<file path="src/rtl/axis_demux_2.sv">
// Packet-aware 1-to-2 AXI-Stream demultiplexer: each whole packet is steered to
// output 1 or 2 by sel, sampled on the first beat, with per-output packet counters.
module axis_demux_2 #(
  parameter int unsigned DATA_WIDTH = 8,
  parameter int unsigned CNT_WIDTH  = 16
) (
  input  logic                  ACLK,
  input  logic                  ARESETn,
  input  logic                  sel,
  input  logic [DATA_WIDTH-1:0] DATA_in,
  input  logic                  TVALID_in,
  input  logic                  TLAST_in,
  output logic                  TREADY_in,
  output logic [DATA_WIDTH-1:0] DATA_out_1,
  output logic                  TVALID_out_1,
  output logic                  TLAST_out_1,
  input  logic                  TREADY_out_1,
  output logic [DATA_WIDTH-1:0] DATA_out_2,
  output logic                  TVALID_out_2,
  output logic                  TLAST_out_2,
  input  logic                  TREADY_out_2,
  output logic [CNT_WIDTH-1:0]  PKT_CNT_1,
  output logic [CNT_WIDTH-1:0]  PKT_CNT_2
);

  typedef enum logic {
    S_IDLE = 1'b0,
    S_BUSY = 1'b1
  } state_t;

  state_t                r_state;
  state_t                w_state_nxt;
  logic                  r_route;
  logic                  w_route_nxt;
  logic                  w_route;
  logic                  w_accept;
  logic                  w_load_1;
  logic                  w_load_2;
  logic                  w_xfer_1;
  logic                  w_xfer_2;

  logic [DATA_WIDTH-1:0] r_data_1;
  logic                  r_valid_1;
  logic                  r_last_1;
  logic [DATA_WIDTH-1:0] r_data_2;
  logic                  r_valid_2;
  logic                  r_last_2;
  logic [CNT_WIDTH-1:0]  r_cnt_1;
  logic [CNT_WIDTH-1:0]  r_cnt_2;

  // A packet's route is live from sel until its first beat is taken, then locked.
  assign w_route   = (r_state == S_IDLE) ? sel : r_route;
  assign TREADY_in = w_route ? (!r_valid_2 || TREADY_out_2)
                             : (!r_valid_1 || TREADY_out_1);
  assign w_accept  = TVALID_in && TREADY_in;
  assign w_load_1  = w_accept && !w_route;
  assign w_load_2  = w_accept &&  w_route;
  assign w_xfer_1  = r_valid_1 && TREADY_out_1;
  assign w_xfer_2  = r_valid_2 && TREADY_out_2;

  always_ff @(posedge ACLK or negedge ARESETn) begin
    if (!ARESETn) begin
      r_state <= S_IDLE;
      r_route <= 1'b0;
    end else begin
      r_state <= w_state_nxt;
      r_route <= w_route_nxt;
    end
  end

  always_comb begin
    w_state_nxt = r_state;
    w_route_nxt = r_route;
    case (r_state)
      S_IDLE: begin
        if (w_accept && !TLAST_in) begin
          w_state_nxt = S_BUSY;
          w_route_nxt = sel;
        end
      end
      S_BUSY: begin
        if (w_accept && TLAST_in) begin
          w_state_nxt = S_IDLE;
        end
      end
      default: w_state_nxt = S_IDLE;
    endcase
  end

  // Output stage 1: a load always wins over a drain in the same cycle.
  always_ff @(posedge ACLK or negedge ARESETn) begin
    if (!ARESETn) begin
      r_data_1  <= '0;
      r_valid_1 <= 1'b0;
      r_last_1  <= 1'b0;
    end else if (w_load_1) begin
      r_data_1  <= DATA_in;
      r_valid_1 <= 1'b1;
      r_last_1  <= TLAST_in;
    end else if (w_xfer_1) begin
      r_valid_1 <= 1'b0;
    end
  end

  always_ff @(posedge ACLK or negedge ARESETn) begin
    if (!ARESETn) begin
      r_data_2  <= '0;
      r_valid_2 <= 1'b0;
      r_last_2  <= 1'b0;
    end else if (w_load_2) begin
      r_data_2  <= DATA_in;
      r_valid_2 <= 1'b1;
      r_last_2  <= TLAST_in;
    end else if (w_xfer_2) begin
      r_valid_2 <= 1'b0;
    end
  end

  // Completed-packet counters wrap naturally.
  always_ff @(posedge ACLK or negedge ARESETn) begin
    if (!ARESETn) begin
      r_cnt_1 <= '0;
      r_cnt_2 <= '0;
    end else begin
      if (w_xfer_1 && r_last_1) r_cnt_1 <= r_cnt_1 + CNT_WIDTH'(1);
      if (w_xfer_2 && r_last_2) r_cnt_2 <= r_cnt_2 + CNT_WIDTH'(1);
    end
  end

  assign DATA_out_1   = r_data_1;
  assign TVALID_out_1 = r_valid_1;
  assign TLAST_out_1  = r_last_1;
  assign DATA_out_2   = r_data_2;
  assign TVALID_out_2 = r_valid_2;
  assign TLAST_out_2  = r_last_2;
  assign PKT_CNT_1    = r_cnt_1;
  assign PKT_CNT_2    = r_cnt_2;

endmodule

</file>
<file path="config.mk">
export PLATFORM = sky130hd
export DESIGN_NAME = axis_demux_2
export DESIGN_NICKNAME = d
export VERILOG_FILES = /design/src/rtl/axis_demux_2.sv
export SDC_FILE = /design/constraint.sdc
export NUM_CORES = 1
export LEC_CHECK = 0
export ABC_AREA = 1
export BUFFER_PORTS_ARGS = -buffer_cell sky130_fd_sc_hd__clkbuf_2
export CORE_UTILIZATION = 40
export CTS_CLUSTER_SIZE = 24
export DETAILED_ROUTE_END_ITERATION = 6
export HOLD_SLACK_MARGIN = 0.12
export MAX_ROUTING_LAYER = met4
export PLACE_DENSITY = 0.62
export SETUP_SLACK_MARGIN = 0.2
export SLEW_MARGIN = 0
export SYNTH_ARGS = -nofsm -noshare
export SYNTH_HDL_FRONTEND = slang
export SYNTH_SLANG_ARGS = --single-unit
</file>
<file path="constraint.sdc">
create_clock -name ACLK -period 1.95 [get_ports ACLK]
set_input_delay 0.2925 -clock ACLK [delete_from_list [all_inputs] [get_ports ACLK]]
set_output_delay 0.2925 -clock ACLK [all_outputs]
set_load 0.1 [all_outputs]
</file>
Word level (Yosys, flattened, before mapping)
Index checks and enable logic that the tools add are counted.

word-level totals
  register bits = 54
  input port bits = 15
  output and inout bits = 53

operators by class
  add/sub/neg operators = 2
  muxes and demuxes = 9
  bitwise gates (word level) = 1
  reduce and logical (&&, ||, !) cells = 18

operator list
  kind                                           number
  adder 16 x 1 -> 16 bit, second input constant  2
  logical AND 1 bit                              9
  2-to-1 mux 1 bit                               8
  logical NOT 1 bit                              4
  nonzero test 2 bit                             2
  logical OR 1 bit                               2
  case mux 1 bit (2 select lines)                1
  AND reduction 2 bit                            1
  NOT 1 bit                                      1

Logic depth before layout (Yosys ltp)
  word-level depth = 7
  gate-level depth with buffers = 9
  gate-level depth less buffers = 9

Worst setup path before layout
Ideal clock, no wire load.

  path kind = register to output
  start = reg r_valid_1, in the netlist TVALID_out_1
  end = out TREADY_in
  arrival = 2645 ps
  path slack = -987 ps
  cell stages (with the launch flop) = 4
  cells stage by stage = dfrtp_1 nand2_1 nor2_1 a31oi_1

between the ends
  longest elaborated chain between the ends = 3

ends and longest elaborated chain
  element                 RTL line  RTL
  start, declared         43        logic r_valid_1;
  start signal, assigned  94        r_valid_1 <= 1'b0;
  start signal, assigned  98        r_valid_1 <= 1'b1;
  start signal, assigned  101       r_valid_1 <= 1'b0;
  logical NOT 1 bit       54        : (!r_valid_1 || TREADY_out_1);
  logical OR 1 bit        54
  2-to-1 mux 1 bit        53        assign TREADY_in = w_route ? (!r_valid_2 || TREADY_out_2)
  end, declared           13        output logic TREADY_in,

Every way passes these cells.

==> run metrics <==
number of max-cap violations=0; met3 Use GR=0.0330; post-DR wirelength/cell=11.4 um; Worst path max stage delay=0.43 ns; First-pass DRT Iterations=4; row count=28; die area=6770 um2; Util after Layout=0.532; syn_area_per_cell=8.66 um2; CTS tree=built; Area growth, synth to finish=24.9%; status=complete, no violations; Ys Warns=0; CP max stage cell=dfrtp_1; first-pass GRT wire length=8600 um; Mapped Area=2580 um2; Mapped Cells=298; antenna violations before repair=0; Synth Register Bits=54; Final min period=1.68 ns; setup TNS=0 ns; clock latency on the worst-skew pair=0.30 ns; design area=3220 um2; Max Clk Rate=594 MHz; final worst setup slack=0.267 ns; WL final=5130 um; crit path max fanout=4; met2 Use GR=0.260; final hold vios=0; crit share post-route=0.863; Clock transition at path regs=0.10 ns; Initial DRC Count=88; largest net degree at the start of global routing=55; Starting Density=0.426; P_leak=1.71 nW; pwr dens=1730 nW/um2; sequential-to-total area share from yosys stat=0.524; clock buffer depth=2; Pins Over Slew Limit=0; Tot GR Track Use=0.171; global route overflow=0; Die Ht=82.3 um; RSZ-0062 raised after global routing=false; GR met1 Demand/Resource=0.231; I/O Pins=68; vias per inst=4.65; syn nets=315; Tot Pwr=5.59 mW; share of post-route cells with drive strength above 1=0.320; HPWL after DPL=3840 um; Placed Instance Area=3070 um2; CP startpoint kind=flip-flop; type of the worst setup path=flip-flop to output pin; Final nets=391; H-tree depth=2; DR vias=2091; crit path DAT=1.39 ns; IO Port Bufs=67; pre-CTS setup slack=0.505 ns; Worst-Margin Slew=0.564 ns; GR peak layer=met2; post-synth cell types=24; Core Area=6060 um2; CTS Sinks=54; vias in the first global route=1963; Hold WC Path Type=primary input to flip-flop; CTS buffer count=5; final setup fails=0; clk root buf=clkbuf_8; routability cong.=0.859; worst-case clock skew=0.00939 ns; drt drc=0; ANT nets after route=0; CP required=1.66 ns; Antenna Cells=0; worst vdd ir=1.15 mV; Die X-Extent=82.3 um; Slew Limit Headroom=0.626; CP Cell Sequence=inv_2 > nand2_2 > nand2_4 > nor2_4 > a31oi_4 > buf_12; critical path endpoint category=output pin
[cell usage after synthesis]
| cell | instances | area (um2) |
|---|---|---|
| nand2_1 | 91 | 342 |
| dfrtp_1 | 54 | 1350 |
| inv_1 | 39 | 146 |
| nor2_1 | 20 | 75.1 |
| o21ai_1 | 19 | 95.1 |
| nand3_1 | 12 | 60.1 |
| xor2_1 | 11 | 96.3 |
| nand4_1 | 10 | 62.6 |
| xnor2_1 | 8 | 70.1 |
| nand3_2 | 6 | 60.1 |
| nor3_1 | 5 | 25.0 |
| nor2_2 | 4 | 25.0 |
| inv_2 | 3 | 11.3 |
| nor2_4 | 3 | 33.8 |
| a21boi_1 | 2 | 15.0 |
| buf_4 | 2 | 15.0 |
| ha_1 | 2 | 25.0 |
| a31oi_1 | 1 | 6.26 |
| nand2_2 | 1 | 6.26 |
| nand2_4 | 1 | 11.3 |
| nand3b_1 | 1 | 7.51 |
| nor2_8 | 1 | 20.0 |
| nor3b_1 | 1 | 7.51 |
| nor3b_2 | 1 | 12.5 |
[report_power, final]
| group | total, mW | switching (mW) | internal (mW) |
|---|---|---|---|
| sequential | 1.71 | 0.272 | 1.44 |
| clock | 0.752 | 0.367 | 0.385 |
| combinational | 3.12 | 2.64 | 0.481 |
[worst paths after layout]
| path | start | end | slack [ns] | cells past startpoint |
|---|---|---|---|---|
| max in group asynchronous | ARESETn | PKT_CNT_2[2] | 1.16 | 3 |
| min in group asynchronous | ARESETn | PKT_CNT_1[7] | 0.50 | 3 |
| worst min register to register | PKT_CNT_1[4] | PKT_CNT_1[4] | 0.50 | 1 |
| worst max-delay path | flip-flop | TREADY_in | 0.27 | 6 |
| worst max register to register | flip-flop | flip-flop | 0.54 | 7 |
| worst min-delay path | DATA_in[2] | DATA_out_1[2] | 0.21 | 3 |
[sequential cells by signal, indices dropped and copies added, names as in the netlist, named ones only]
| register | flops |
|---|---|
| DATA_out_1 | 8 |
| DATA_out_2 | 8 |
| PKT_CNT_1 | 16 |
| PKT_CNT_2 | 16 |
| TLAST_out_1 | 1 |
| TLAST_out_2 | 1 |
| TVALID_out_1 | 1 |
| TVALID_out_2 | 1 |
| r_route | 1 |
[area by class of cell]
type / instances / area [um2]
fill: 579 / 2840
clock buffer: 5 / 68.8
sequential: 54 / 1370
clock inverter: 3 / 43.8
tap: 75 / 93.8
inverter: 42 / 158
multi-input combinational: 200 / 1090
timing repair buffer: 71 / 395
[logic make-up (layout without fill, tap and decap cells)]
kind of cell	count (synthesis)	after routing	synth area share
compound gates	22	22	0.0451
xor+xnor	19	19	0.0645
fa+ha+maj	2	2	0.00970
buf+inv	44	121	0.0669
flops	54	54	0.524
simple gates	157	157	0.290
[placed cells by master (no fill, tap or decap), drive strengths merged]
| cell | count |
|---|---|
| a21boi | 2 |
| a31oi | 1 |
| buf | 4 |
| bufinv | 1 |
| clkbuf | 71 |
| clkinv | 1 |
| dfrtp | 54 |
| dlygate4sd3 | 1 |
| ha | 2 |
| inv | 43 |
| nand2 | 93 |
| nand3 | 18 |
| nand3b | 1 |
| nand4 | 10 |
| nor2 | 28 |
| nor3 | 5 |
| nor3b | 2 |
| o21ai | 19 |
| xnor2 | 8 |
| xor2 | 11 |
[stage by stage]
| stage | hold WS, ns | instances |
|---|---|---|
| after floorplan | -0.00309 | 298 |
| after global placement | 0.322 | 439 |
| after detailed placement | 0.319 | 439 |
| after CTS | 0.211 | 448 |
| after global routing | 0.218 | 450 |
| final | 0.214 | 450 |
[worst max-delay path, delay by kind of cell (launching register included)]
kind | cells | cell delay (ns)
compound gates | 1 | 0.16
buf+inv | 2 | 0.28
flops | 1 | 0.43
simple gates | 3 | 0.21
[layer usage]
metal / wire length (um) / vias to the layer above
met5: 0 / -
met4: 48 / 0
met3: 250 / 5
met2: 2330 / 45
met1: 2510 / 962
li1: - / 1079
[what timing repair did]
action,CTS,global route
endpoints found under the hold margin,54,0
setup endpoints to repair,1,1
pin swaps,0,1
buffers inserted,0,2
hold buffers,1,0
resized for setup,1,4
Note: power is estimated with default switching activity, not from simulation.
